File: config.mk
export PLATFORM = sky130hd
export DESIGN_NAME = grf_write_arbiter
export DESIGN_NICKNAME = d
export VERILOG_FILES = /design/src/rtl/grf_wb_pkg.sv /design/src/rtl/grf_wb_fifo.sv /design/src/rtl/grf_write_arbiter.sv
export SDC_FILE = /design/constraint.sdc
export NUM_CORES = 1
export LEC_CHECK = 0
export ABC_AREA = 1
export BUFFER_PORTS_ARGS = -buffer_cell sky130_fd_sc_hd__buf_4
export CAP_MARGIN = 10
export CORE_MARGIN = 2
export CORE_UTILIZATION = 30
export DETAILED_ROUTE_END_ITERATION = 8
export GPL_ROUTABILITY_DRIVEN = 0
export GPL_TIMING_DRIVEN = 0
export PLACE_DENSITY_LB_ADDON = 0.25
export SLEW_MARGIN = 15
export SYNTH_ARGS = -nofsm -noshare
export SYNTH_HDL_FRONTEND = slang
export SYNTH_SLANG_ARGS = --single-unit
File: constraint.sdc
create_clock -name Clock -period 2.6 [get_ports Clock]
set_clock_uncertainty 0.15 [all_clocks]
set_input_delay 0 -clock Clock [delete_from_list [all_inputs] [get_ports Clock]]
set_output_delay 0 -clock Clock [all_outputs]
set_load 0.02 [all_outputs]
File: src/rtl/grf_wb_pkg.sv
// Shared types and constants for the GRF write arbiter and its aux queue.
// The starvation guard is enabled with the GRF_WB_STARVE_EN macro.
package grf_wb_pkg;

    localparam int unsigned GRF_AW = 5;
    localparam int unsigned GRF_DW = 32;

    localparam logic [GRF_AW-1:0] REG_ZERO = '0;

    typedef struct packed {
        logic [GRF_AW-1:0] rd;
        logic [GRF_DW-1:0] data;
        logic [31:0]       pc;
    } wb_entry_t;

    // One-hot register mask; $0 never maps to a bit.
    function automatic logic [(1<<GRF_AW)-1:0] reg_onehot(input logic [GRF_AW-1:0] r);
        logic [(1<<GRF_AW)-1:0] m;
        m = '0;
        if (r != REG_ZERO) begin
            m[r] = 1'b1;
        end
        return m;
    endfunction

endpackage

File: src/rtl/grf_wb_fifo.sv
// Power-of-two FIFO of writeback entries with full/empty/count and a
// per-slot valid vector used to build the pending-register mask.
module grf_wb_fifo
    import grf_wb_pkg::*;
#(
    parameter int unsigned DEPTH = 2
) (
    input  logic                     clk_i,
    input  logic                     rst_ni,
    input  logic                     push_i,
    input  logic                     pop_i,
    input  wb_entry_t                push_entry_i,
    output wb_entry_t                head_o,
    output logic                     full_o,
    output logic                     empty_o,
    output logic [$clog2(DEPTH):0]   count_o,
    output logic [DEPTH-1:0]         valid_o,
    output wb_entry_t [DEPTH-1:0]    entries_o
);

    localparam int unsigned AW = $clog2(DEPTH);
    localparam int unsigned CW = AW + 1;

    wb_entry_t [DEPTH-1:0] mem_q;
    logic [AW-1:0]         wr_ptr_q, wr_ptr_d;
    logic [AW-1:0]         rd_ptr_q, rd_ptr_d;
    logic [CW-1:0]         count_q, count_d;
    logic [DEPTH-1:0]      valid_q, valid_d;
    logic                  do_push, do_pop;

    assign full_o  = (count_q == CW'(DEPTH));
    assign empty_o = (count_q == '0);
    assign do_push = push_i & ~full_o;
    assign do_pop  = pop_i & ~empty_o;

    always_comb begin
        wr_ptr_d = wr_ptr_q;
        rd_ptr_d = rd_ptr_q;
        count_d  = count_q;
        valid_d  = valid_q;
        // Push and pop never address the same slot: push needs a free
        // slot, pop needs an occupied one.
        if (do_push) begin
            wr_ptr_d          = wr_ptr_q + 1'b1;
            valid_d[wr_ptr_q] = 1'b1;
        end
        if (do_pop) begin
            rd_ptr_d          = rd_ptr_q + 1'b1;
            valid_d[rd_ptr_q] = 1'b0;
        end
        case ({do_push, do_pop})
            2'b10:   count_d = count_q + 1'b1;
            2'b01:   count_d = count_q - 1'b1;
            default: count_d = count_q;
        endcase
    end

    always_ff @(posedge clk_i or negedge rst_ni) begin
        if (!rst_ni) begin
            wr_ptr_q <= '0;
            rd_ptr_q <= '0;
            count_q  <= '0;
            valid_q  <= '0;
        end else begin
            wr_ptr_q <= wr_ptr_d;
            rd_ptr_q <= rd_ptr_d;
            count_q  <= count_d;
            valid_q  <= valid_d;
        end
    end

    always_ff @(posedge clk_i or negedge rst_ni) begin
        if (!rst_ni) begin
            mem_q <= '0;
        end else if (do_push) begin
            mem_q[wr_ptr_q] <= push_entry_i;
        end
    end

    assign head_o    = mem_q[rd_ptr_q];
    assign count_o   = count_q;
    assign valid_o   = valid_q;
    assign entries_o = mem_q;

endmodule

File: src/rtl/grf_write_arbiter.sv
// Sole owner of the GRF write port: pipeline writeback has priority, late aux
// results queue in a FIFO. Optional starvation guard: GRF_WB_STARVE_EN.
module grf_write_arbiter
    import grf_wb_pkg::*;
#(
    parameter int unsigned DEPTH        = 2,
    parameter int unsigned STARVE_LIMIT = 8
) (
    input  logic              Clock,
    input  logic              Reset,
    input  logic              PipeWrite,
    input  logic [GRF_AW-1:0] PipeReg,
    input  logic [GRF_DW-1:0] PipeData,
    input  logic [31:0]       PipePC,
    input  logic              AuxValid,
    output logic              AuxReady,
    input  logic [GRF_AW-1:0] AuxReg,
    input  logic [GRF_DW-1:0] AuxData,
    input  logic [31:0]       AuxPC,
    output logic              RegWrite,
    output logic [GRF_AW-1:0] WriteReg,
    output logic [GRF_DW-1:0] WriteData,
    output logic [31:0]       WPC,
    output logic [31:0]       Pending,
    output logic              PipeStall
);

    logic                  pipe_live;
    logic                  aux_push;
    logic                  q_pop;
    wb_entry_t             aux_entry;
    wb_entry_t             q_head;
    logic                  q_full, q_empty;
    logic [$clog2(DEPTH):0] q_count;
    logic [DEPTH-1:0]      q_valid;
    wb_entry_t [DEPTH-1:0] q_entries;
    logic                  unused_count;

    logic              wr_en_q,   wr_en_d;
    logic [GRF_AW-1:0] wr_reg_q,  wr_reg_d;
    logic [GRF_DW-1:0] wr_data_q, wr_data_d;
    logic [31:0]       wr_pc_q,   wr_pc_d;
    logic [31:0]       pending_mask;

    assign pipe_live = PipeWrite && (PipeReg != REG_ZERO);
    assign AuxReady  = ~q_full;
    // AuxReg == $0 is handshaken but never enters the queue.
    assign aux_push  = AuxValid && AuxReady && (AuxReg != REG_ZERO);
    assign q_pop     = ~pipe_live & ~q_empty;
    assign unused_count = ^q_count;

    assign aux_entry = '{rd: AuxReg, data: AuxData, pc: AuxPC};

    grf_wb_fifo #(
        .DEPTH (DEPTH)
    ) u_fifo (
        .clk_i        (Clock),
        .rst_ni       (Reset),
        .push_i       (aux_push),
        .pop_i        (q_pop),
        .push_entry_i (aux_entry),
        .head_o       (q_head),
        .full_o       (q_full),
        .empty_o      (q_empty),
        .count_o      (q_count),
        .valid_o      (q_valid),
        .entries_o    (q_entries)
    );

    always_comb begin
        wr_en_d   = 1'b0;
        wr_reg_d  = wr_reg_q;
        wr_data_d = wr_data_q;
        wr_pc_d   = wr_pc_q;
        if (pipe_live) begin
            wr_en_d   = 1'b1;
            wr_reg_d  = PipeReg;
            wr_data_d = PipeData;
            wr_pc_d   = PipePC;
        end else if (q_pop) begin
            wr_en_d   = 1'b1;
            wr_reg_d  = q_head.rd;
            wr_data_d = q_head.data;
            wr_pc_d   = q_head.pc;
        end
    end

    always_ff @(posedge Clock or negedge Reset) begin
        if (!Reset) begin
            wr_en_q   <= 1'b0;
            wr_reg_q  <= '0;
            wr_data_q <= '0;
            wr_pc_q   <= '0;
        end else begin
            wr_en_q   <= wr_en_d;
            wr_reg_q  <= wr_reg_d;
            wr_data_q <= wr_data_d;
            wr_pc_q   <= wr_pc_d;
        end
    end

    always_comb begin
        pending_mask = '0;
        for (int unsigned i = 0; i < DEPTH; i++) begin
            if (q_valid[i]) begin
                pending_mask = pending_mask | reg_onehot(q_entries[i].rd);
            end
        end
    end

    assign RegWrite  = wr_en_q;
    assign WriteReg  = wr_reg_q;
    assign WriteData = wr_data_q;
    assign WPC       = wr_pc_q;
    assign Pending   = pending_mask;

`ifdef GRF_WB_STARVE_EN
    localparam int unsigned SCW = $clog2(STARVE_LIMIT + 1);

    logic [SCW-1:0] starve_q, starve_d;
    logic           stall_q, stall_d;
    logic           blocked;

    assign blocked = pipe_live & ~q_empty;

    // Counter saturates at the limit so the stall fires exactly once per run.
    always_comb begin
        starve_d = starve_q;
        stall_d  = 1'b0;
        if (q_pop) begin
            starve_d = '0;
        end else if (blocked) begin
            if (starve_q == SCW'(STARVE_LIMIT - 1)) begin
                stall_d = 1'b1;
            end
            if (starve_q < SCW'(STARVE_LIMIT)) begin
                starve_d = starve_q + 1'b1;
            end
        end
    end

    always_ff @(posedge Clock or negedge Reset) begin
        if (!Reset) begin
            starve_q <= '0;
            stall_q  <= 1'b0;
        end else begin
            starve_q <= starve_d;
            stall_q  <= stall_d;
        end
    end

    assign PipeStall = stall_q;
`else
    localparam int unsigned UNUSED_STARVE_LIMIT = STARVE_LIMIT;
    assign PipeStall = 1'b0;
`endif

endmodule

==> metrics.md <==
| Metric | Value |
|---|---|
| Die height | 187.4 microns |
| Fmax | 402.8 MHz |
| Congestion Overflow GR | 0 |
| Vias per cell | 4.810 |
| Max Fanout on Critical Path | 8 |
| Post-synth EDFFs | 0 |
| Startpoint kind of the worst setup timing path | flop |
| CTS buffer count | 24 |
| Remaining routing DRC violations | 0 |
| Synthesized netlist cell count | 1264 |
| FF+latch count, synth | 214 |
| Net count of the finished layout | 1819 |
| Delay of the slowest critical-path stage | 0.86 ns |
| Root Buffer | sky130_fd_sc_hd__clkbuf_16 |
| Leak | 7.248 nW |
| Count of routing violations after the opening detailed-route iteration | 817 |
| CTS max path bufs | 3 |
| Antenna violations before repair | 0 |
| Top cell types by occurrence after synthesis | 396 x sky130_fd_sc_hd__nand2_1, 214 x sky130_fd_sc_hd__dfrtp_1, 211 x sky130_fd_sc_hd__nand3_1 |
| Library cell with the highest instance count after synthesis | sky130_fd_sc_hd__nand2_1 |
| Placeable Area | 33360 sq um |
| Vias | 10298 |
| CP Data Arrival Time | 2.33 ns |
| Die outline area | 35130 sq um |
| Overall Power | 0.01641 W |
| DPL Wire Length | 25350 microns |
| # IOs | 246 |
| Cell count of the worst reg-to-reg path | 9 |
| Violations in the final reports | hold timing |
| Post-synthesis cell area | 10090 sq um |
| Number of antenna repair diodes | 0 |
| Gate family responsible for the most delay along the worst path | simple AND/OR/NAND/NOR gates |
| Fraction of registers with async set or reset after synthesis | 1.000 |
| Min Hold Slack | -0.04165 ns |
| RSZ-0062 raised after global routing | no |
| Result of the run | finished with violations |
| Synthesized area divided by synthesized cell count | 7.985 sq um |
| Register area share after synthesis | 0.5306 |
| Setup Fix Bufs, Post-CTS | 0 |
| Clock Latency Late Sink | 0.51 ns |
| List of cells traversed by the critical path | inv_1, nor3_1, nand2_1, o21ai_0, buf_4 |
| Buffers and inverters on the worst path | 2 |
| Max-Cap Viols | 0 |
| Max rail drop VDD | 537.8 uV |
| Slew Viols, Final | 0 |
| Yosys warning count | 0 |
| Global router's overall resource usage | 0.2057 |
| R2r endpoint | u_fifo.count_o[1] |
| Minimum clock period after layout | 2.483 ns |
| Fraction of post-synthesis cell area in the top cell type by area | 0.5306 |
| Headroom to the max-slew limit | 0.2747 |
| Transition time of the tightest slew-check pin | 1.080 ns |
| Fill cell total of the finished layout | 3369 |
| Initial cell density of the core | 0.3025 |
| TritonCTS clock tree | yes |
| Worst setup timing slack at the placement stage | -0.08154 ns |
| Worst reg-to-reg setup slack | 0.26 ns |
| Power per unit of standard cell area | 1104 nW/um^2 |
| Number of distinct library cells after synthesis | 23 |
| Required time at the endpoint of the critical path | 2.45 ns |
| Period utilization | 0.9549 |
| Setup crit end kind | primary output |
| Count of input and output buffers | 242 |
| Setup-violating endpoint count in the final report | 0 |
| Worst setup path class | reg -> out |
| Most area-consuming cells after synthesis | sky130_fd_sc_hd__dfrtp_1 53%, sky130_fd_sc_hd__nand2_1 15%, sky130_fd_sc_hd__nand3_1 10%, sky130_fd_sc_hd__o21ai_1 5.6%, sky130_fd_sc_hd__inv_1 3.3% |
| Number of core rows | 67 |
| Vias in the first global route | 10303 |
| Wirelength per Cell | 16.97 microns |
| Die outline width | 187.4 microns |
| Relative area change from synthesis to final layout | 47.34% |
| First-pass GRT wire length | 57510 microns |
| Fraction of layout instances using a drive strength above 1 | 0.2032 |
| Biggest area consumer among synthesized cells | sky130_fd_sc_hd__dfrtp_1 |
| Min-Delay Path Class | in -> async |
| Sequential Area | 5355 sq um |
| Setup slack of the critical path after layout | 0.1174 ns |
| Area of combinational cells with multiple inputs | 3906 sq um |
| Pin count of the biggest net entering global routing | 100 |
| Final core utilization | 0.4457 |
| Number of iterations in the first detailed-routing pass | 5 |
| Total count of hold-check failures in the final report | 21 |
| Slowest CP cell | sky130_fd_sc_hd__nor3_1 |
| Clock transition at path regs | 0.06 ns |
| Main flop type after synthesis | sky130_fd_sc_hd__dfrtp_1 |
| Detailed Route WL | 36340 microns |
| Maximum level of the CTS H-tree | 1 |
| Number of nets with antenna violations after detailed routing | 0 |
| R2R Path Start | u_fifo.count_o[1] |
| TritonCTS sink count | 214 |
==> metal layers <==
layer  GRT usage  wire (microns)  vias up
met1      0.2802           16250     4968
met4     0.04512             704        0
met3     0.02645            1828       50
met5           0               0        -
li1            -               -     4962
met2      0.3503           17550      318
==> metrics by stage <==
stage	setup TNS [ns]	instances	area, sq um	hold WS [ns]
after floorplan	0	1265	10100	-0.4456
after global placement	-59.95	1955	12470	0.07330
after detailed placement	-0.08154	1957	12540	-0.3023
after CTS	0	2141	14870	0.006096
after global routing	0	2141	14870	0.03712
final	0	2141	14870	-0.04165
==> placed cells by master (no fill, tap or decap), types with 28 or more instances in the layout <==
master                          Yosys  final
sky130_fd_sc_hd__o21ai_1          112    112
sky130_fd_sc_hd__nand2_1          396    396
sky130_fd_sc_hd__dlygate4sd3_1      0    141
sky130_fd_sc_hd__buf_4             13    254
sky130_fd_sc_hd__dfrtp_1          214    214
sky130_fd_sc_hd__a21oi_1           61     61
sky130_fd_sc_hd__o21ai_0           65     65
sky130_fd_sc_hd__inv_1             88     88
sky130_fd_sc_hd__buf_2             28     28
sky130_fd_sc_hd__clkbuf_1          35     37
sky130_fd_sc_hd__nand3_1          211    211
==> timing repair <==
action | in CTS | in global routing
setup endpoints to repair | 0 | 1
hold buffers | 141 | 0
resized for setup | 0 | 1
endpoints found under the hold margin | 423 | 0
==> how the worst max path moves through the flow <==
stage | startpoint | to | slack (ns) | cells after the start
3_5_place_dp | PipeReg[2] | u_fifo.count_o[1] | -0.08 | 11
2_1_floorplan | u_fifo.count_o[1] | u_fifo.count_o[1] | 0.64 | 9
3_3_place_gp | Reset | WPC[14] | -0.30 | 1
5_1_grt | u_fifo.entries_o[64] | Pending[7] | 0.007 | 5
6_report | u_fifo.entries_o[64] | Pending[21] | 0.12 | 5
4_1_cts | u_fifo.count_o[1] | u_fifo.count_o[1] | 0.02 | 9
==> state kept, by name, summed over array words and instances (netlist names) <==
name and cells:
u_fifo.wr_ptr_q 1, WPC 32, WriteReg 5, RegWrite 1
u_fifo.valid_o 2, u_fifo.rd_ptr_q 1, WriteData 32, u_fifo.count_o 2
u_fifo.entries_o 138
==> final cells by class <==
type                    instances  share of cell area
repair buffers                385              0.2213
clock inverters                 7             0.01102
clock buffers                  36             0.05090
well taps                     448             0.03769
inverters                      90             0.02272
plain buffers                  89             0.03365
multi-input cells             872              0.2627
flip-flops and latches        214              0.3601
==> worst reg2reg max path: cells and delay by family (launching register included) <==
| kind | cells | cell delay [ns] |
|---|---|---|
| buf+inv | 3 | 0.44 |
| xor+xnor | 1 | 0.14 |
| flops | 1 | 0.45 |
| fa+ha+maj | 1 | 0.30 |
| compound gates | 2 | 0.22 |
| simple gates | 2 | 0.54 |
==> cells by family after synthesis <==
| group | synth area share |
|---|---|
| xor gates and xnor gates | 0.001736 |
| buffers and inverters | 0.08306 |
| DFF | 0.5306 |
| and+or+nand+nor | 0.2632 |
| other | 0.0003715 |
| AOI/OAI and AO/OA | 0.1199 |
| adders and majority gates | 0.001239 |
==> power by group <==
| group | total (W) | switching, W | internal, W | leakage, nW |
|---|---|---|---|---|
| sequential | 0.00574 | 0.000910 | 0.00483 | 2.65 |
| clock | 0.00388 | 0.00138 | 0.00250 | 0.454 |
| combinational | 0.00679 | 0.00424 | 0.00255 | 4.14 |
| total | 0.0164 | 0.00653 | 0.00988 | 7.25 |
No activity file was read; power rests on OpenSTA's default activity.
